<file path="config.mk">
export PLATFORM = sky130hd
export DESIGN_NAME = truth_table_scanner
export DESIGN_NICKNAME = d
export VERILOG_FILES = /design/src/rtl/truth_table_scanner.sv
export SDC_FILE = /design/constraint.sdc
export NUM_CORES = 1
export LEC_CHECK = 0
export CAP_MARGIN = 0
export CORE_MARGIN = 2
export CORE_UTILIZATION = 39
export CTS_CLUSTER_DIAMETER = 80
export DETAILED_ROUTE_END_ITERATION = 8
export SYNTH_ARGS = -nofsm -noshare
export SYNTH_HDL_FRONTEND = slang
export SYNTH_SLANG_ARGS = --single-unit
</file>
<file path="constraint.sdc">
create_clock -name clk -period 3.1 [get_ports clk]
set_input_delay 0.31 -clock clk [delete_from_list [all_inputs] [get_ports clk]]
set_output_delay 0.31 -clock clk [all_outputs]
set_load 0.005 [all_outputs]
</file>
<file path="src/rtl/truth_table_scanner.sv">
// Exhaustive truth-table scanner: walks every N_IN-bit vector into a combinational
// function-under-test and records its 1-bit response, plus ones count and first hit.
//
// state  | meaning
// -------+-----------------------------------------------------------
// S_IDLE | waiting for start; results of the last scan stay visible
// S_SCAN | driving dut_in, counting SETTLE wait cycles, capturing dut_out
// S_DONE | one-cycle completion state carrying the done pulse
module truth_table_scanner #(
   parameter int N_IN   = 5,
   parameter int SETTLE = 0
) (
   input  logic                 clk,
   input  logic                 rst_n,
   input  logic                 start_i,
   input  logic                 abort_i,
   output logic [N_IN-1:0]      dut_in_o,
   input  logic                 dut_out_i,
   output logic                 busy_o,
   output logic                 done_o,
   output logic [2**N_IN-1:0]   table_o,
   output logic [N_IN:0]        ones_count_o,
   output logic [N_IN-1:0]      first_one_o,
   output logic                 found_o
);

   typedef enum logic [1:0] {
      S_IDLE = 2'd0,
      S_SCAN = 2'd1,
      S_DONE = 2'd2
   } state_t;

   localparam logic [3:0]      SETTLE_C = 4'(SETTLE);
   localparam logic [N_IN-1:0] LAST_VEC = {N_IN{1'b1}};
   localparam logic [N_IN-1:0] ONE_VEC  = N_IN'(1);
   localparam logic [N_IN:0]   ONE_CNT  = (N_IN+1)'(1);

   state_t              state_q;
   logic [3:0]          wait_q;
   logic [N_IN-1:0]     dut_in_q;
   logic                busy_q;
   logic                done_q;
   logic [2**N_IN-1:0]  table_q;
   logic [N_IN:0]       ones_q;
   logic [N_IN-1:0]     first_q;
   logic                found_q;

   always_ff @(posedge clk or negedge rst_n) begin
      if (!rst_n) begin
         state_q  <= S_IDLE;
         wait_q   <= '0;
         dut_in_q <= '0;
         busy_q   <= 1'b0;
         done_q   <= 1'b0;
         table_q  <= '0;
         ones_q   <= '0;
         first_q  <= '0;
         found_q  <= 1'b0;
      end else begin
         done_q <= 1'b0;
         unique case (state_q)
            S_IDLE: begin
               // start beats a simultaneous abort here since abort is ignored in IDLE
               if (start_i) begin
                  state_q  <= S_SCAN;
                  dut_in_q <= '0;
                  wait_q   <= SETTLE_C;
                  table_q  <= '0;
                  ones_q   <= '0;
                  first_q  <= '0;
                  found_q  <= 1'b0;
                  busy_q   <= 1'b1;
               end
            end
            S_SCAN: begin
               if (abort_i) begin
                  // partial results are kept; the vector under sample is dropped
                  state_q  <= S_IDLE;
                  busy_q   <= 1'b0;
                  dut_in_q <= '0;
               end else if (wait_q != 4'd0) begin
                  wait_q <= wait_q - 4'd1;
               end else begin
                  table_q[dut_in_q] <= dut_out_i;
                  if (dut_out_i) begin
                     ones_q <= ones_q + ONE_CNT;
                     if (!found_q) begin
                        first_q <= dut_in_q;
                        found_q <= 1'b1;
                     end
                  end
                  if (dut_in_q != LAST_VEC) begin
                     dut_in_q <= dut_in_q + ONE_VEC;
                     wait_q   <= SETTLE_C;
                  end else begin
                     state_q <= S_DONE;
                     busy_q  <= 1'b0;
                     done_q  <= 1'b1;
                  end
               end
            end
            S_DONE: begin
               state_q <= S_IDLE;
            end
            default: begin
               state_q <= S_IDLE;
               busy_q  <= 1'b0;
            end
         endcase
      end
   end

   assign dut_in_o     = dut_in_q;
   assign busy_o       = busy_q;
   assign done_o       = done_q;
   assign table_o      = table_q;
   assign ones_count_o = ones_q;
   assign first_one_o  = first_q;
   assign found_o      = found_q;

endmodule
</file>
-- Yosys cells after proc, flatten, opt, wreduce, memory -nomap -nowiden
Index checks and enable logic that the tools add are counted.
Widths: inputs -> output; s select.
- equal/unequal tests: 12
- mux-type cells: 46
- $lt $le $gt $ge: 2
- reduce and logical (&&, ||, !) cells: 11
- add/sub/neg operators: 3
- bitwise logic cells: 1
- operators by type and width (kind ; count):
    $mux 32 ; 3
    $pmux 32 s2 ; 1
    $mux 5 ; 8
    $bwmux 32 ; 1
    $mux 6 ; 4
    $pmux 5 s2 ; 2
    $mux 4 ; 4
    $reduce_and 4->1 ; 4
    $mux 1 ; 13
    $ne 3x3->1 const B ; 4
    $pmux 6 s2 ; 1
    $ne 2x2->1 const B ; 5
    $mux 2 ; 4
    $pmux 4 s2 ; 1
    $add 6x1->6 const B ; 1
    $lt 5x6->1 const B ; 1
    $reduce_and 6->1 ; 1
    $add 5x1->5 const B ; 1
    $demux 1 s5 ; 1
    $ge 5x1->1 const B ; 1
    $ne 5x5->1 const B ; 1
    $reduce_and 5->1 ; 1
    $pmux 2 s2 ; 1
    $reduce_bool 4->1 ; 1
    10 further kinds ; 10
- register bits after elaboration: 57
- bits of input ports: 5
- logic and storage cells: 84

-- Logic depth before layout (Yosys ltp)
Gate-level depths: netlist of the first run.
- depth after elaboration: 8
- gate-level depth with buffers: 9
- gate-level depth less buffers: 7

-- Worst setup path before layout of the first run
Ideal clock, no wire load.
- path kind: register to register
- from: register dut_in_q[0], in the netlist dut_in_o[0]
- to: register dut_in_q[2], in the netlist dut_in_o[2]
- clock period less this slack: 2628 ps
- library setup time: 77 ps
- required time: 3023 ps
- data arrival time: 2551 ps
- cell stages (with the launch flop): 9
- slack: 472 ps
- path through: dfrtp_1 > ha_1 > clkbuf_1 > and3_1 > ha_1 > or4b_1 > a311o_1 > or3_1 > a21oi_1
- longest elaborated chain between the ends: 5
- elaborated cells on any way between the ends: 8
- RTL lines (what ; line ; RTL):
    start, declared ; 40 ; logic [N_IN-1:0] dut_in_q;
    start signal, assigned ; 93 ; dut_in_q <= dut_in_q + ONE_VEC;
    $add 5x1->5 ; 93 ;
    $mux 5 ; 92 ; if (dut_in_q != LAST_VEC) begin
    $mux 5 ; 81 ; end else if (wait_q != 4'd0) begin
    $mux 5 ; 76 ; if (abort_i) begin
    $pmux 5 s2 ; 61 ; unique case (state_q)
Several ways; a longest one is shown, not always the timed one. The select of a mux whose other input is x is not followed.
A chain may end at the register's enable or synchronous reset.

-- Worst setup path after layout of the first run
- from: register dut_in_q[0], in the netlist dut_in_o[0]
- to: register dut_in_q[3], in the netlist dut_in_o[3]
Same word-level chain as after synthesis.

==> results.py, run 1 <==
metrics = {
    "outcome": {
        "status": "complete, no violations",
    },
    "finish": {
        "nNetsFinal": 373,
        "fillCellCount": 659,
        "diodes": 0,
        "layout-drive-gt1-share": 0.0742,
        "fin_cells": 460,
        "area_delta_synth_final_pct": 29.6,
    },
    "worst_setup_path": {
        "cpMaxStageDelayCell": "or4b_1",
        "critPathKind": "reg -> reg",
        "worstRegToRegCells": 7,
        "critPathArrivalTime_ps": 3070,
        "max_stage_delay_ps": 470,
        "crit_buf_inv": 0,
        "required_ps": 3350,
        "path_delay_family": "simple AND/OR/NAND/NOR gates",
        "reg2reg_slack_ps": 280,
        "rr_startpoint": "dut_in_o[0]$_DFFE_PN0P_",
        "r2r_end": "dut_in_o[3]$_DFFE_PN0P_",
        "crit_chain": "ha_1, and3_1, ha_1, or4b_1, a311o_1, or3_1, a21oi_1",
        "critPathCaptureType": "register",
        "crit_fanout": 10,
        "cp_common_cell": "ha_1",
        "start_kind": "register",
    },
    "pwr": {
        "combPwrFrac": 0.248,
        "p_int_mw": 1.39,
        "cellLeakagePower_nw": 1.53,
        "powerDensity_nw_per_um2": 564,
        "p_clk_frac": 0.312,
        "p_switching_mw": 0.647,
        "peakVddDrop_mv": 0.357,
        "p_seq_frac": 0.441,
        "swShare": 0.318,
    },
    "floorplanning": {
        "core_um2": 6870,
        "ios": 56,
        "rows": 30,
        "die_w_um": 88.5,
        "die_y_um": 88.5,
        "start_util": 0.405,
        "die_area_um2": 7830,
    },
    "yosys": {
        "yosys-top-cells-count": "o21ai_0 (68), dfrtp_1 (57), nand2_1 (39)",
        "synth-seq-cells": 57,
        "ys_dominant_reg_cell": "dfrtp_1",
        "synth_top_area_cell": "dfrtp_1",
        "synthCells": 307,
        "post_synth_xor_area_fraction": 0.00629,
        "synth_compound_area_frac": 0.223,
        "synthMuxAreaShare": 0.00719,
        "synth_edf_count": 0,
        "synthSimpleGateAreaFrac": 0.173,
        "synth_area_leaders": "dfrtp_1 (51%), o21ai_0 (12%), a21oi_1 (5.6%)",
        "synth_adder_area_share": 0.0360,
        "synth.top_cell.area_share": 0.512,
        "yosysMostFrequentCell": "o21ai_0",
        "synth-seq-area-share": 0.512,
        "synth_cell_types": 36,
        "async_flop_share": 1.00,
        "synth_area_um2": 2780,
        "synth_top_family_by_area": "compound AO/OA/AOI/OAI gates",
        "yosysWarningCount": 0,
        "syn_nets": 320,
        "synth.avg_cell_area_um2": 9.07,
    },
    "placed_design": {
        "post-dp-hpwl_um": 4920,
        "io_buffers": 55,
        "routabilityCongestion": 0.821,
        "dp.cells": 444,
        "preCtsSetupSlack_ps": 282,
    },
    "routing": {
        "wl_um": 7290,
        "drt_iter0_drc": 153,
        "antenna_left": 0,
        "dr.pass1.iters": 4,
        "drc_errors": 0,
        "wire_per_inst_um": 15.8,
        "vias_per_cell": 5.39,
        "vias": 2480,
    },
    "cts": {
        "clk_path_buf_depth": 2,
        "clock-sinks": 57,
        "cts_buffers": 9,
        "clkTransAtPathRegs_ps": 60,
        "insertion_delay_ps": 330,
        "cts_tree": "done",
        "h-tree-depth": 3,
        "cts_root_buffer": "clkbuf_8",
    },
    "sta": {
        "whs_ps": 472,
        "fin_skew_ps": 8.12,
        "maxSlewHeadroom": 0.312,
        "setup_viol_count_final": 0,
        "rsz0062_at_grt": "false",
        "period_share": 0.911,
        "post-route-min-period_ps": 2820,
        "max_freq_ghz": 0.354,
        "drv_slew": 0,
        "finalWorstSetupSlack_ps": 275,
        "hold_viol": 0,
        "worst_pin_slew_ps": 1030,
        "setup_tns_ps": 0,
    },
    "grt": {
        "overflow": 0,
        "first_global_vias": 2348,
        "grt_pass1_wl_um": 11600,
        "grt_start_max_net_pins": 37,
        "antenna_found_initial": 0,
        "track_usage": 0.196,
    },
    "worst_hold_path": {
        "hp-class": "in -> async",
    },
    "run": {
        "maxCapViolations": 0,
    },
}
-- flip-flops by register name, summed over array words and instances, names as in the netlist --
| name | cells |
|---|---|
| table_o | 32 |
| ones_count_o | 6 |
| dut_in_o | 5 |
| first_one_o | 5 |
| wait_q | 4 |
| state_q | 2 |
| busy_o | 1 |
| done_o | 1 |
| found_o | 1 |
-- worst max-delay path by stage --
| stage | to | depth (start not counted) | from | slack [ps] |
|---|---|---|---|---|
| CTS | dut_in_o[3]$_DFFE_PN0P_ | 7 | dut_in_o[0]$_DFFE_PN0P_ | 260 |
| global placement | dut_in_o[2]$_DFFE_PN0P_ | 7 | dut_in_o[0]$_DFFE_PN0P_ | 410 |
| floorplan | dut_in_o[2]$_DFFE_PN0P_ | 8 | dut_in_o[0]$_DFFE_PN0P_ | 470 |
| global route | dut_in_o[3]$_DFFE_PN0P_ | 7 | dut_in_o[0]$_DFFE_PN0P_ | 150 |
| detailed placement | dut_in_o[3]$_DFFE_PN0P_ | 7 | dut_in_o[0]$_DFFE_PN0P_ | 280 |
| finish | dut_in_o[3]$_DFFE_PN0P_ | 7 | dut_in_o[0]$_DFFE_PN0P_ | 280 |
-- per-layer routing --
metal | up-vias | routed length (µm) | track usage
met5 | - | 0 | 0
met3 | 7 | 317 | 0.0326
met1 | 1222 | 3380 | 0.271
met4 | 0 | 85 | 0.0744
met2 | 59 | 3510 | 0.308
li1 | 1192 | - | -
-- per-stage QoR --
stage / utilization / cell area, µm² / power (mW)
after floorplan: - / 2780 / 1.19
after global placement: 0.498 / 3420 / 1.40
after detailed placement: 0.498 / 3420 / 1.42
after CTS: 0.525 / 3610 / 2.06
after global routing: 0.525 / 3610 / 2.15
final: 0.525 / 3610 / 2.04
-- cells by family (layout without fill, tap and decap cells) --
family,count (synthesis),after routing
adders and majority gates,8,8
DFF,57,57
xor gates and xnor gates,2,2
buffers and inverters,30,87
AOI/OAI and AO/OA,115,115
and+or+nand+nor,93,93
muxes,2,2
-- power groups by stage --
stage / clock, mW / combinational [mW] / sequential, mW
4_1_cts: 0.648 / 0.511 / 0.897
3_3_place_gp: 0 / 0.496 / 0.907
2_1_floorplan: 0 / 0.295 / 0.896
3_5_place_dp: 0 / 0.508 / 0.911
6_report: 0.634 / 0.505 / 0.897
5_1_grt: 0.676 / 0.565 / 0.908
-- cell usage in the layout (no fill, tap or decap), drive strengths merged, types with 9 or more instances in the layout --
master / synthesis / final
dfrtp: 57 / 57
clkdlybuf4s50: 0 / 54
a21oi: 31 / 31
nand3: 15 / 15
o21ai: 70 / 70
clkbuf: 13 / 12
nand2: 39 / 39
inv: 9 / 9
-- timing repair --
item                                    in CTS  in global routing
gates resized for setup                      0                  0
hold buffers                                 1                  0
endpoints found under the setup margin       0                  0
hold endpoints to repair                    21                  0
setup buffers                                0                  0
-- layout make-up --
cell class,instances,area [µm²],area share
timing repair buffer,63,608,0.169
inverter,9,33.8,0.00936
tap,96,120,0.0333
clock inverter,3,15.0,0.00416
sequential,57,1430,0.395
multi-input combinational,220,1240,0.344
clock buffer,12,165,0.0458
Note: power is estimated with default switching activity, not from simulation.
==> run 2, diff against run 1 <==
--- a/config.mk
+++ b/config.mk
@@ -10,6 +10,7 @@
 export CORE_UTILIZATION = 39
 export CTS_CLUSTER_DIAMETER = 80
 export DETAILED_ROUTE_END_ITERATION = 8
+export GPL_TIMING_DRIVEN = 0
 export SYNTH_ARGS = -nofsm -noshare
 export SYNTH_HDL_FRONTEND = slang
 export SYNTH_SLANG_ARGS = --single-unit
==> constraint.sdc (replaced) <==
create_clock -name clk -period 2.99 [get_ports clk]
set_input_delay 0.299 -clock clk [delete_from_list [all_inputs] [get_ports clk]]
set_output_delay 0.299 -clock clk [all_outputs]
set_load 0.005 [all_outputs]
==> run 2 against run 1 <==
Against the previous run: routed wire length rose by 3.0%; utilization grew 0.93 points; combinational power grew 8.3%; critical endpoint is now dut_in_o[2]$_DFFE_PN0P_.
==> results.py, run 2 (same netlist as run 1, synthesis figures left out) <==
metrics = {
    "outcome": {
        "status": "complete, no violations",
    },
    "cts": {
        "clkTransAtPathRegs_ps": 70,
        "insertion_delay_ps": 330,
        "h-tree-depth": 3,
        "clock-sinks": 57,
        "cts_buffers": 9,
        "cts_root_buffer": "clkbuf_8",
        "postCtsSetupBuffers": 0,
        "clk_path_buf_depth": 2,
        "cts_tree": "done",
    },
    "pwr": {
        "p_int_mw": 1.49,
        "p_switching_mw": 0.692,
        "combPwrFrac": 0.251,
        "finalPower_mw": 2.18,
        "powerDensity_nw_per_um2": 594,
        "cellLeakagePower_nw": 1.53,
        "p_clk_frac": 0.325,
        "swShare": 0.317,
        "p_seq_frac": 0.424,
        "peakVddDrop_mv": 0.327,
    },
    "routing": {
        "wl_um": 7510,
        "drc_errors": 0,
        "vias_per_cell": 5.34,
        "vias": 2531,
        "dr.pass1.iters": 4,
        "wire_per_inst_um": 15.8,
        "antenna_left": 0,
        "drt_iter0_drc": 171,
    },
    "finish": {
        "layout_commonest_cell": "o21ai_0",
        "fillCellCount": 671,
        "fin_cells": 474,
        "diodes": 0,
        "area_delta_synth_final_pct": 31.9,
        "layout-drive-gt1-share": 0.0688,
        "final_cell_mix": "o21ai_0 (68), dfrtp_1 (57), clkdlybuf4s50_1 (54)",
        "final_util": 0.535,
        "largest_register_ffs": 32,
        "nNetsFinal": 387,
    },
    "floorplanning": {
        "die_y_um": 88.5,
        "die_w_um": 88.5,
        "start_util": 0.405,
        "ios": 56,
        "die_area_um2": 7830,
        "core_um2": 6870,
        "rows": 30,
    },
    "grt": {
        "antenna_found_initial": 0,
        "overflow": 0,
        "grt_pass1_wl_um": 12000,
        "grt_start_max_net_pins": 40,
        "track_usage": 0.202,
        "first_global_vias": 2424,
    },
    "placed_design": {
        "dp.cells": 459,
        "post-dp-hpwl_um": 5270,
        "preCtsSetupSlack_ps": -22.6,
        "io_buffers": 55,
        "routabilityCongestion": 0.799,
    },
    "worst_setup_path": {
        "cp_num_cells": 7,
        "critPathCaptureType": "register",
        "crit_chain": "ha_2, and3_1, ha_1, or4b_1, a311o_1, or3_1, a21oi_1",
        "crit_buf_inv": 0,
        "cp-startpoint": "dut_in_o[0]$_DFFE_PN0P_",
        "worstRegToRegCells": 7,
        "start_kind": "register",
        "critPathArrivalTime_ps": 3030,
        "rr_startpoint": "dut_in_o[0]$_DFFE_PN0P_",
        "critPathKind": "reg -> reg",
        "required_ps": 3240,
        "cpMaxStageDelayCell": "a311o_1",
        "max_stage_delay_ps": 480,
        "path_delay_family": "simple AND/OR/NAND/NOR gates",
        "crit_fanout": 10,
        "reg2reg_slack_ps": 210,
    },
    "worst_hold_path": {
        "hp-class": "in -> async",
    },
    "sta": {
        "maxSlewHeadroom": 0.468,
        "rsz0062_at_grt": "false",
        "finalWorstSetupSlack_ps": 213,
        "drv_slew": 0,
        "hold_viol": 0,
        "fin_skew_ps": 13.0,
        "post-route-min-period_ps": 2780,
        "period_share": 0.929,
        "setup_viol_count_final": 0,
        "max_freq_ghz": 0.360,
        "worst_pin_slew_ps": 797,
    },
    "run": {
        "maxCapViolations": 0,
    },
}
[run 2: cell count changes in the layout (fill, tap and decap cells not counted), moves of 2 or more]
cell      before  now
buf_1          0    4
buf_2          1    5
buf_4          7    0
clkbuf_1       0   12
clkbuf_8      12   10
[run 2: final timing paths]
check | endpoint
max in group asynchronous | table_o[5]$_DFFE_PN0P_
min in group clk | table_o[10]$_DFFE_PN0P_
worst max-delay path | dut_in_o[2]$_DFFE_PN0P_
worst min register to register | table_o[10]$_DFFE_PN0P_
worst max register to register | dut_in_o[2]$_DFFE_PN0P_
worst min-delay path | wait_q[0]$_DFFE_PN0P_
[run 2: timing repair]
| item | in CTS | in global routing |
|---|---|---|
| gates resized for setup | 0 | 1 |
| hold endpoints to repair | 18 | 0 |
| setup endpoints to repair | 2 | 2 |
| hold buffers | 1 | 0 |
[run 2: metrics by stage]
step	instance area [µm²]	TNS, ps	hold slack (ps)
finish	3670	0	451
global route	3670	0	490
CTS	3670	0	458
detailed placement	3470	-22.6	279
global placement	3450	-12990	499
floorplan	2780	0	3.41
[run 2: worst reg2reg max path, stage by stage (launching register included)]
cell and delay, ps:
dfrtp_1 470, ha_2 310, and3_1 260, ha_1 220, or4b_1 460, a311o_1 480, or3_1 340, a21oi_1 160
[run 2: power groups by stage]
stage	Sequential, mW	Combinational, mW	Clock (mW)
after floorplan	0.929	0.306	0
after global placement	0.938	0.533	0
after detailed placement	0.940	0.545	0
after CTS	0.927	0.547	0.726
after global routing	0.940	0.611	0.764
final	0.926	0.547	0.710
[run 2: cell type report]
| cell class | count | area, µm² | area share |
|---|---|---|---|
| buffer | 20 | 80.1 | 0.0218 |
| timing repair buffer | 57 | 576 | 0.157 |
| clock inverter | 5 | 56.3 | 0.0153 |
| multi-input combinational | 220 | 1240 | 0.338 |
| sequential | 57 | 1430 | 0.388 |
| clock buffer | 10 | 138 | 0.0375 |
| tap | 96 | 120 | 0.0327 |
| inverter | 9 | 33.8 | 0.00920 |
[run 2: routing by layer]
layer	vias up	part of all wire	GRT usage
met5	-	0	0
met4	0	0.0085	0.0606
met3	7	0.049	0.0438
met2	78	0.46	0.308
met1	1220	0.48	0.290
li1	1226	-	-
==> run 3, diff against run 2 <==
--- a/config.mk
+++ b/config.mk
@@ -5,7 +5,7 @@
 export SDC_FILE = /design/constraint.sdc
 export NUM_CORES = 1
 export LEC_CHECK = 0
-export CAP_MARGIN = 0
+export CAP_MARGIN = 20
 export CORE_MARGIN = 2
 export CORE_UTILIZATION = 39
 export CTS_CLUSTER_DIAMETER = 80
==> run 3 against run 2 <==
Against the previous run: register-to-register slack about the same; fmax unchanged; clock power barely moved; die area stayed put; global-route usage stayed put; sequential power barely moved; routed wire length did not move; non-clock buffer count unchanged; highest routed layer unchanged.
==> results.py, run 3 (same netlist as run 1, synthesis figures left out) <==
metrics = {
    "finish": {
        "largest_register_ffs": 32,
        "layout-drive-gt1-share": 0.0688,
        "layout_commonest_cell": "o21ai_0",
        "fillCellCount": 671,
        "nNetsFinal": 387,
        "final_cell_mix": "o21ai_0 (68), dfrtp_1 (57), clkdlybuf4s50_1 (54)",
        "area_delta_synth_final_pct": 31.9,
        "multi_input_area_um2": 1240,
        "register_area_um2": 1430,
        "diodes": 0,
    },
    "worst_setup_path": {
        "critPathArrivalTime_ps": 3030,
        "reg2reg_slack_ps": 210,
        "critPathCaptureType": "register",
        "cp_num_cells": 7,
        "critPathKind": "reg -> reg",
        "crit_buf_inv": 0,
        "required_ps": 3240,
        "cpMaxStageDelayCell": "a311o_1",
        "cp-startpoint": "dut_in_o[0]$_DFFE_PN0P_",
        "path_delay_family": "simple AND/OR/NAND/NOR gates",
        "r2r_end": "dut_in_o[2]$_DFFE_PN0P_",
        "critPathCapture": "dut_in_o[2]$_DFFE_PN0P_",
        "rr_startpoint": "dut_in_o[0]$_DFFE_PN0P_",
        "max_stage_delay_ps": 480,
        "crit_chain": "ha_2, and3_1, ha_1, or4b_1, a311o_1, or3_1, a21oi_1",
        "crit_fanout": 10,
        "start_kind": "register",
        "worstRegToRegCells": 7,
    },
    "routing": {
        "antenna_left": 0,
        "wl_um": 7510,
        "drc_errors": 0,
        "vias_per_cell": 5.34,
        "vias": 2531,
        "wire_per_inst_um": 15.8,
        "drt_iter0_drc": 171,
        "dr.pass1.iters": 4,
    },
    "pwr": {
        "finalPower_mw": 2.18,
        "powerDensity_nw_per_um2": 594,
        "cellLeakagePower_nw": 1.53,
        "peakVddDrop_mv": 0.327,
    },
    "sta": {
        "maxSlewHeadroom": 0.468,
        "whs_ps": 451,
        "rsz0062_at_grt": "false",
        "setup_viol_count_final": 0,
        "post-route-min-period_ps": 2780,
        "hold_viol": 0,
        "worst_pin_slew_ps": 797,
        "drv_slew": 0,
        "period_share": 0.929,
        "fin_skew_ps": 13.0,
        "setup_tns_ps": 0,
        "max_freq_ghz": 0.360,
    },
    "cts": {
        "cts_buffers": 9,
        "h-tree-depth": 3,
        "clk_path_buf_depth": 2,
        "cts_tree": "done",
        "clkTransAtPathRegs_ps": 70,
        "cts_root_buffer": "clkbuf_8",
        "insertion_delay_ps": 330,
        "clock-sinks": 57,
        "postCtsSetupBuffers": 0,
    },
    "floorplanning": {
        "core_um2": 6870,
        "ios": 56,
        "rows": 30,
        "die_w_um": 88.5,
        "die_y_um": 88.5,
        "start_util": 0.405,
        "die_area_um2": 7830,
    },
    "run": {
        "maxCapViolations": 0,
    },
    "placed_design": {
        "routabilityCongestion": 0.799,
        "io_buffers": 55,
        "post-dp-hpwl_um": 5270,
    },
    "outcome": {
        "status": "complete, no violations",
    },
    "grt": {
        "antenna_found_initial": 0,
        "grt_start_max_net_pins": 40,
        "overflow": 0,
        "track_usage": 0.202,
        "grt_pass1_wl_um": 12000,
        "first_global_vias": 2424,
    },
    "worst_hold_path": {
        "hp-class": "in -> async",
    },
}
[run 3: worst min-delay path by stage]
stage	cells after the start	slack (ps)	start	endpoint
4_1_cts	2	460	rst_n	table_o[25]$_DFFE_PN0P_
6_report	2	450	rst_n	wait_q[0]$_DFFE_PN0P_
5_1_grt	2	490	rst_n	wait_q[1]$_DFFE_PN0P_
3_3_place_gp	2	500	table_o[21]$_DFFE_PN0P_	table_o[21]$_DFFE_PN0P_
2_1_floorplan	0	3	rst_n	busy_o$_DFFE_PN0P_
3_5_place_dp	1	280	rst_n	wait_q[0]$_DFFE_PN0P_
[run 3: metal layers]
| metal | vias to the layer above | track usage | part of all wire |
|---|---|---|---|
| met3 | 7 | 0.0438 | 0.049 |
| li1 | 1226 | - | - |
| met5 | - | 0 | 0 |
| met1 | 1220 | 0.290 | 0.48 |
| met4 | 0 | 0.0606 | 0.0085 |
| met2 | 78 | 0.308 | 0.46 |
[run 3: where the power goes]
| part | internal (mW) | switching, mW | leakage [nW] |
|---|---|---|---|
| registers | 0.851 | 0.0755 | 0.780 |
| clock network | 0.401 | 0.309 | 0.0981 |
| logic | 0.239 | 0.308 | 0.650 |
| total | 1.49 | 0.692 | 1.53 |
[run 3: what timing repair did]
action                                  4_1_cts  5_1_grt
endpoints found under the setup margin        2        2
gates cloned                                  0        0
endpoints found under the hold margin        18        0
gates resized for setup                       0        1
hold buffers                                  1        0
[run 3: final cells by class]
class	instances	area share
flip-flops and latches	57	0.388
inverters	9	0.00920
clock buffers	10	0.0375
plain buffers	20	0.0218
clock inverters	5	0.0153
multi-input cells	220	0.338
well taps	96	0.0327
repair buffers	57	0.157
[run 3: through the flow]
step / area [µm²] / instances / util / worst slack, ps
after floorplan: 2780 / 307 / - / 362
after global placement: 3450 / 458 / 0.503 / -231
after detailed placement: 3470 / 459 / 0.505 / -22.6
after CTS: 3670 / 474 / 0.534 / 63.1
after global routing: 3670 / 474 / 0.535 / 110
final: 3670 / 474 / 0.535 / 213
